$ cat config.mk
export PLATFORM = sky130hd
export DESIGN_NAME = quick_spi_peripheral
export DESIGN_NICKNAME = d
export VERILOG_FILES = /design/src/rtl/quick_spi_peripheral.sv
export SDC_FILE = /design/constraint.sdc
export NUM_CORES = 1
export LEC_CHECK = 0
export CORE_MARGIN = 2
export CORE_UTILIZATION = 56
export CTS_BUF_LIST = sky130_fd_sc_hd__clkbuf_2 sky130_fd_sc_hd__clkbuf_4 sky130_fd_sc_hd__clkbuf_8
export DETAILED_ROUTE_END_ITERATION = 8
export PLACE_DENSITY = 0.86
export SETUP_SLACK_MARGIN = 0.1
export SYNTH_ARGS = -nofsm -noshare
export SYNTH_HDL_FRONTEND = slang
export SYNTH_SLANG_ARGS = --single-unit
$ cat constraint.sdc
create_clock -name clk_i -period 2 [get_ports clk_i]
set_input_delay 0.4 -clock clk_i [delete_from_list [all_inputs] [get_ports clk_i]]
set_output_delay 0.4 -clock clk_i [all_outputs]
set_load 0.03 [all_outputs]
$ cat src/rtl/quick_spi_peripheral.sv
// rtl/quick_spi_peripheral.sv - SPI peripheral (SCLK idle high, MSB first) with tx holding register and rx word output.
// Pins are oversampled through synchronizers; edges are detected one register after the last sync stage.
module quick_spi_peripheral #(
  parameter int MAX_DATA_LENGTH = 16,
  parameter int SYNC_STAGES     = 2,
  localparam int CW             = $clog2(MAX_DATA_LENGTH + 1)
) (
  input  logic                       clk_i,
  input  logic                       rst_i,
  input  logic                       txdata_valid_i,
  output logic                       txdata_ready_o,
  input  logic [MAX_DATA_LENGTH-1:0] txdata_i,
  output logic                       rxdata_valid_o,
  input  logic                       rxdata_ready_i,
  output logic [MAX_DATA_LENGTH-1:0] rxdata_o,
  output logic [CW-1:0]              rxdata_len_o,
  output logic                       overrun_o,
  output logic                       underrun_o,
  input  logic                       sclk_i,
  input  logic                       cs_n_i,
  input  logic                       sdata_i,
  output logic                       sdata_o,
  output logic                       sdata_oe_o
);

  localparam int W  = MAX_DATA_LENGTH;
  localparam int SW = $clog2(SYNC_STAGES + 2);

  typedef enum logic [1:0] {WAIT_CS_HIGH, IDLE, ACTIVE} state_e;

  state_e               state_q, state_d;
  logic [SYNC_STAGES-1:0] sclk_sync_q, cs_sync_q, sd_sync_q;
  logic                 sclk_prev_q, cs_prev_q;
  logic [SW-1:0]        settle_q, settle_d;
  logic [W-1:0]         tx_sr_q, tx_sr_d, rx_sr_q, rx_sr_d;
  logic [W-1:0]         hold_q, hold_d, rxdata_q, rxdata_d;
  logic                 hold_full_q, hold_full_d, rx_valid_q, rx_valid_d;
  logic [CW-1:0]        cnt_q, cnt_d, rx_len_q, rx_len_d;
  logic                 ovr_q, ovr_d, und_q, und_d;

  logic sclk_s, cs_s, sd_s, sclk_rise, sclk_fall, cs_rise, cs_fall, settled, handshake;

  assign sclk_s    = sclk_sync_q[SYNC_STAGES-1];
  assign cs_s      = cs_sync_q[SYNC_STAGES-1];
  assign sd_s      = sd_sync_q[SYNC_STAGES-1];
  assign sclk_rise = sclk_s & ~sclk_prev_q;
  assign sclk_fall = ~sclk_s & sclk_prev_q;
  assign cs_rise   = cs_s & ~cs_prev_q;
  assign cs_fall   = ~cs_s & cs_prev_q;
  // The chain reset value reads "CS high"; wait for the real pin level to arrive before trusting it.
  assign settled   = (settle_q == SW'(SYNC_STAGES + 1));
  assign handshake = rx_valid_q & rxdata_ready_i;

  always_ff @(posedge clk_i) begin
    if (rst_i) begin
      sclk_sync_q <= '1;
      cs_sync_q   <= '1;
      sd_sync_q   <= '0;
      sclk_prev_q <= 1'b1;
      cs_prev_q   <= 1'b1;
      state_q     <= WAIT_CS_HIGH;
      settle_q    <= '0;
      tx_sr_q     <= '0;
      rx_sr_q     <= '0;
      hold_q      <= '0;
      hold_full_q <= 1'b0;
      rxdata_q    <= '0;
      rx_len_q    <= '0;
      rx_valid_q  <= 1'b0;
      cnt_q       <= '0;
      ovr_q       <= 1'b0;
      und_q       <= 1'b0;
    end else begin
      sclk_sync_q <= (sclk_sync_q << 1) | SYNC_STAGES'(sclk_i);
      cs_sync_q   <= (cs_sync_q << 1) | SYNC_STAGES'(cs_n_i);
      sd_sync_q   <= (sd_sync_q << 1) | SYNC_STAGES'(sdata_i);
      sclk_prev_q <= sclk_s;
      cs_prev_q   <= cs_s;
      state_q     <= state_d;
      settle_q    <= settle_d;
      tx_sr_q     <= tx_sr_d;
      rx_sr_q     <= rx_sr_d;
      hold_q      <= hold_d;
      hold_full_q <= hold_full_d;
      rxdata_q    <= rxdata_d;
      rx_len_q    <= rx_len_d;
      rx_valid_q  <= rx_valid_d;
      cnt_q       <= cnt_d;
      ovr_q       <= ovr_d;
      und_q       <= und_d;
    end
  end

  always_comb begin
    state_d     = state_q;
    settle_d    = settle_q;
    tx_sr_d     = tx_sr_q;
    rx_sr_d     = rx_sr_q;
    hold_d      = hold_q;
    hold_full_d = hold_full_q;
    rxdata_d    = rxdata_q;
    rx_len_d    = rx_len_q;
    rx_valid_d  = rx_valid_q;
    cnt_d       = cnt_q;
    ovr_d       = 1'b0;
    und_d       = 1'b0;

    if (handshake) rx_valid_d = 1'b0;
    if (txdata_valid_i && !hold_full_q) begin
      hold_d      = txdata_i;
      hold_full_d = 1'b1;
    end

    case (state_q)
      WAIT_CS_HIGH: begin
        if (!settled) settle_d = settle_q + 1'b1;
        else if (cs_s) state_d = IDLE;
      end
      IDLE: begin
        if (cs_fall) begin
          state_d = ACTIVE;
          cnt_d   = '0;
          rx_sr_d = '0;
          if (hold_full_q) begin
            tx_sr_d     = hold_q;
            hold_full_d = 1'b0;
          end else begin
            tx_sr_d = '0;
            und_d   = 1'b1;
          end
        end
      end
      ACTIVE: begin
        if (cs_rise) begin
          state_d = IDLE;
          if (cnt_q != '0) begin
            if (!rx_valid_q || handshake) begin
              rxdata_d   = rx_sr_q;
              rx_len_d   = cnt_q;
              rx_valid_d = 1'b1;
            end else begin
              ovr_d = 1'b1;
            end
          end
        end else begin
          if (sclk_rise) begin
            rx_sr_d = {rx_sr_q[W-2:0], sd_s};
            if (cnt_q != CW'(MAX_DATA_LENGTH)) cnt_d = cnt_q + 1'b1;
          end
          if (sclk_fall && cnt_q != '0) tx_sr_d = tx_sr_q << 1;
        end
      end
      default: state_d = WAIT_CS_HIGH;
    endcase
  end

  assign txdata_ready_o = ~hold_full_q;
  assign rxdata_valid_o = rx_valid_q;
  assign rxdata_o       = rxdata_q;
  assign rxdata_len_o   = rx_len_q;
  assign overrun_o      = ovr_q;
  assign underrun_o     = und_q;
  assign sdata_oe_o     = (state_q == ACTIVE);
  assign sdata_o        = (state_q == ACTIVE) & tx_sr_q[W-1];

endmodule
Word-level counts from Yosys, hierarchy flattened
Cells that the tools add are included.
{"block": "word_totals", "regBits": 90, "input_bits": 23, "out_inout_bits": 27, "elab_cells": 97}
{"block": "classes", "n_addsub": 2, "n_eq_ne": 12, "mux": 30, "bitwise_logic": 20, "n_reduce_logical": 16}
{"operator": "$mux W16", "count": 7}
{"operator": "$pmux W16 S2", "count": 2}
{"operator": "$mux W5", "count": 4}
{"operator": "$reduce_and A4 Y1", "count": 4}
{"operator": "$mux W1", "count": 11}
{"operator": "$not A1 Y1", "count": 11}
{"operator": "$pmux W5 S2", "count": 1}
{"operator": "$mux W2", "count": 4}
{"operator": "$ne A2 B1 Y1 const B", "count": 4}
{"operator": "$ne A2 B2 Y1 const B", "count": 4}
{"operator": "$and A1 B1 Y1", "count": 6}
{"operator": "$or A2 B1 Y2", "count": 3}
{"operator": "$pmux W2 S3", "count": 1}
{"operator": "$add A5 B1 Y5 const B", "count": 1}
{"operator": "$ne A5 B5 Y1 const B", "count": 1}
{"operator": "$reduce_and A5 Y1", "count": 1}
{"operator": "$reduce_bool A5 Y1", "count": 1}
{"operator": "$eq A2 B2 Y1 const B", "count": 2}
{"operator": "$reduce_or A4 Y1", "count": 1}
{"operator": "$reduce_or A3 Y1", "count": 1}
{"operator": "$add A2 B1 Y2 const B", "count": 1}
{"operator": "$eq A2 B1 Y1 const B", "count": 1}
{"operator": "$logic_and A1 B1 Y1", "count": 2}
{"operator": "$logic_not A1 Y1", "count": 2}
{"operator": "other kinds (4)", "count": 4}

Logic depth before layout (Yosys ltp)
{"block": "depth", "word_depth": 6, "mapped_depth": 7, "depth_no_buf": 6}

Worst setup path before layout
Ideal clock, no wire load.
{"block": "synth_timing", "kind": "register -> output", "from": "reg state_q[0]", "to": "out sdata_o", "t_arrival_ns": 1.544, "required_ns": 1.600, "slack_ns": 0.056, "path_stages_with_launch": 6, "n_path_buf": 2, "path_cell_list": "dfxtp_1 -> nand2b_1 -> buf_2 -> inv_2 -> clkbuf_1 -> and2_1"}
{"block": "synth_via", "elab_chain_len": 2}
{"item": "from (decl)", "line_no": "31", "text": "state_e state_q, state_d;"}
{"item": "from (signal assigned)", "line_no": "79", "text": "state_q <= state_d;"}
{"item": "$eq A2 B2 Y1"}
{"item": "net sdata_oe_o", "line_no": "23", "text": "output logic sdata_oe_o"}
{"item": "$and A1 B1 Y1", "line_no": "164", "text": "assign sdata_o = (state_q == ACTIVE) & tx_sr_q[W-1];"}
{"item": "to (decl)", "line_no": "22", "text": "output logic sdata_o,"}
The timed path passes the listed nets, and every way through them passes these cells.

Worst setup path in the final report
{"block": "layout_timing", "from": "reg hold_full_q", "to": "out txdata_ready_o"}
{"block": "layout_via", "elab_chain_len": 1}
{"item": "from (decl)", "line_no": "37", "text": "logic hold_full_q, hold_full_d, rx_valid_q, rx_valid_d;"}
{"item": "from (signal assigned)", "line_no": "84", "text": "hold_full_q <= hold_full_d;"}
{"item": "$not A1 Y1", "line_no": "157", "text": "assign txdata_ready_o = ~hold_full_q;"}
{"item": "to (decl)", "line_no": "11", "text": "output logic txdata_ready_o,"}
Every way passes these cells.

==> flow_summary_export.csv <==
group,metric,value,unit
run_status,status,"completed",
setup_path,crit_type,"reg -> out",
setup_path,crit_chain,"inv_1, clkdlybuf4s50_1",
cells_and_area,seq_area,1803,um2
synth,syn-cell-area,3606,um2
drt,ant_nets,0,
drt,avgRoutedWirePerCell,14.48,um
synth,yosysWarnings,0,
clock_network,post_cts_buffers,0,
sta,worstMarginPinSlew,0.6357,ns
drt,vias,3060,
global_routing,grt_usage,22.59,%
setup_path,crit_slowest_cell,"clkdlybuf4s50_1",
place,hpwl,5.132,mm
hold_path,min-delay-start,"cs_sync_q[0]$_SDFF_PP1_",
synth,ys_seq_elements,90,
sta,setup-tns-final,0,ns
setup_path,r2r-start,"cnt_q[1]$_SDFFE_PP0P_",
sta,slew_headroom,57.61,%
cells_and_area,area_growth,21.83,%
floorplan,rows,29,
sta,max_freq,544.0,MHz
sta,skew,0.01216,ns
sta,finalSetupViolations,0,
synth,synth.avg_cell_area,8.752,um2
synth,yosys.area.top_type,"dfxtp_1",
sta,rsz0062_at_grt,"false",
hold_path,min_delay_path_depth,1,
drt,wirelength,7.774,mm
cells_and_area,layout.nets,482,
synth,ys_async_sr_fraction,0,%
cells_and_area,antennaDiodeCount,0,
global_routing,grt_max_degree,39,
clock_network,clkSinkCount,90,
synth,synth_cell_types,37,
sta,period_minus_slack,1.838,ns
synth,synth_edf_count,0,
setup_path,rr_worst_depth,8,
drt,drc,0,
clock_network,cts_buffer_depth,2,
synth,synth_nets,438,
clock_network,cts_made_buffers,9,
drt,first_pass_iters,4,
floorplan,initial_core_util,57.44,%
place,gp_congestion,0.8167,
synth,synth_compound_area_share,15.86,%
synth,synth-xor-area-share,0.4858,%
cells_and_area,finalNonFillerCells,537,
clock_network,cts_tree,"done",
floorplan,dieArea,7097,um2
drt,drt_iter0_drc,131,
hold_path,hp-class,"reg -> reg",
sta,slew_viol_final,0,
clock_network,cts.clk_slew.worst_paths,0.08,ns
synth,synth_top_area_share,49.97,%
synth,synth_top_family_by_area,"simple AND/OR/NAND/NOR gates",
synth,synthTopCellsByCount,"dfxtp_1 (90), a21oi_1 (65), nand2_1 (49)",
setup_path,cp.arrival,1.44,ns
setup_path,ff2ff_setup_slack,0.21,ns
synth,ys.flop_type,"dfxtp_1",
synth,yosysMostFrequentCell,"dfxtp_1",
sta,hold_viol,0,
place,dp_cells,522,
synth,synthAdderAreaFrac,1.041,%
hold_path,min_to,"cs_sync_q[1]$_SDFF_PP1_",
job,drv_cap,0,
synth,synth_area_leaders,"dfxtp_1 (50%), a21oi_1 (9.0%), mux2i_1 (6.1%)",
global_routing,antenna_found_initial,0,
global_routing,first_global_vias,2887,
power_and_ir_drop,vdd_ir_drop_max,0.4589,mV
power_and_ir_drop,leakage,1.718,nW
place,io_buffers,49,
synth,synth_mux_area_share,6.107,%
synth,synth_simple_gate_area_share,21.86,%
global_routing,grt-ovfl-total,0,
clock_network,root_buffer,"clkbuf_8",
cells_and_area,drive_gt1_share,10.43,%
setup_path,required,1.60,ns
clock_network,htreeDepth,3,
setup_path,cp_max_fo,2,
floorplan,die_x,84.25,um
floorplan,ios,50,
floorplan,die_height,84.25,um
sta,min_period_over_period,91.91,%
cells_and_area,fill_cells,494,
setup_path,critPathLaunchType,"register",
cells_and_area,multi_input_area,1639,um2
setup_path,slowest_delay,0.69,ns
setup_path,cp-end-kind,"output pin",
synth,synth_cells,412,
sta,holdWs,0.4213,ns
drt,via_per_inst,5.698,
clock_network,clock_latency,0.36,ns
global_routing,grt_first_pass_wirelength,13.10,mm
power_and_ir_drop,power_density,766.1,nW/um2
synth,yosysSeqAreaShare,49.97,%
setup_path,rr_endpoint,"tx_sr_q[3]$_SDFFE_PP0P_",
floorplan,core_area,6277,um2
[cells by family (layout without fill, tap and decap cells)]
group | after synthesis | after routing
compound gates | 95 | 95
fa+ha+maj | 3 | 3
xor+xnor | 2 | 2
flops | 90 | 90
buf+inv | 38 | 86
simple gates | 162 | 162
mux | 22 | 22
[placed cells by master, fill, tap and decap left out, types with 2 or more instances in the layout]
| cell type | synthesis | final |
|---|---|---|
| o21ai_0 | 3 | 3 |
| or2_2 | 6 | 6 |
| inv_1 | 4 | 4 |
| o211ai_1 | 2 | 2 |
| clkbuf_8 | 0 | 12 |
| o22ai_1 | 2 | 2 |
| nand2b_1 | 7 | 7 |
| dfxtp_1 | 90 | 89 |
| clkinvlp_4 | 0 | 2 |
| buf_12 | 0 | 3 |
| nor4bb_1 | 2 | 2 |
| nor2b_1 | 8 | 8 |
| nor3_1 | 35 | 35 |
| buf_4 | 0 | 14 |
| nor2_1 | 27 | 27 |
| mux2i_1 | 22 | 22 |
| ha_1 | 3 | 3 |
| xnor2_1 | 2 | 2 |
| nand2_1 | 49 | 49 |
| a21oi_1 | 65 | 65 |
| o22a_1 | 15 | 15 |
| clkdlybuf4s50_1 | 0 | 46 |
| a31oi_1 | 2 | 2 |
| nand3_1 | 19 | 19 |
[registers in the layout, summed over array words and instances (netlist names)]
register / count
rxdata_valid_o: 1
sd_sync_q: 2
rxdata_len_o: 5
settle_q: 2
cs_prev_q: 1
cnt_q: 5
hold_q: 16
rxdata_o: 16
sclk_prev_q: 1
rx_sr_q: 16
overrun_o: 1
hold_full_q: 1
sclk_sync_q: 2
underrun_o: 1
cs_sync_q: 2
tx_sr_q: 16
state_q: 2
[where the power goes]
part	switching, mW	total, mW	leakage, nW	internal [mW]
clock	0.616	1.16	0.0907	0.548
combinational	0.160	0.308	0.897	0.148
sequential	0.0390	1.89	0.730	1.85
[metal layers]
layer | part of all wire [%] | track usage, % | up-vias | wire length (um)
li1 | - | - | 1516 | -
met3 | 4.2 | 3.048 | 14 | 327
met4 | 2.0 | 10.56 | 0 | 152
met1 | 43 | 25.78 | 1452 | 3310
met5 | 0 | 0 | - | 0
met2 | 51 | 41.49 | 78 | 3984
[worst max path at each step]
stage	end	startpoint	slack, ns
5_1_grt	tx_sr_q[2]$_SDFFE_PP0P_	cnt_q[1]$_SDFFE_PP0P_	0.11
2_1_floorplan	sdata_o	state_q[0]$_SDFFE_PP0P_	0.29
3_5_place_dp	tx_sr_q[3]$_SDFFE_PP0P_	state_q[0]$_SDFFE_PP0P_	0.13
4_1_cts	tx_sr_q[3]$_SDFFE_PP0P_	state_q[0]$_SDFFE_PP0P_	0.10
6_report	txdata_ready_o	hold_full_q$_SDFF_PP0_	0.16
3_3_place_gp	tx_sr_q[12]$_SDFFE_PP0P_	state_q[0]$_SDFFE_PP0P_	0.26
[critical path, delay by kind of cell (launching register included)]
kind                   cells  cell delay, ns
buffers and inverters      2            0.76
flip-flops                 1            0.31
[cell type report]
class                      count  share of cell area (%)
sequential                    90                   41.04
multi-input combinational    284                   37.31
timing repair buffer          66                   14.73
clock buffer                  12                   3.760
tap                           77                   2.193
clock inverter                 3                  0.5412
inverter                       5                  0.4272
[through the flow]
| step | worst slack, ns | power (mW) | utilization, % | instance area [um2] |
|---|---|---|---|---|
| 2_1_floorplan | 0.2907 | 2.127 | - | 3607 |
| 3_3_place_gp | 0.2647 | 2.222 | 66.91 | 4200 |
| 3_5_place_dp | 0.1310 | 2.241 | 66.91 | 4200 |
| 4_1_cts | 0.1034 | 3.380 | 69.90 | 4388 |
| 5_1_grt | 0.1087 | 3.488 | 69.98 | 4393 |
| 6_report | 0.1619 | 3.366 | 69.98 | 4393 |
[repair_timing]
action / CTS / global route
setup endpoints to repair: 1 / 17
hold buffers: 0 / 0
cloned: 0 / 0
resized for setup: 1 / 5
No activity file was read; power rests on OpenSTA's default activity.
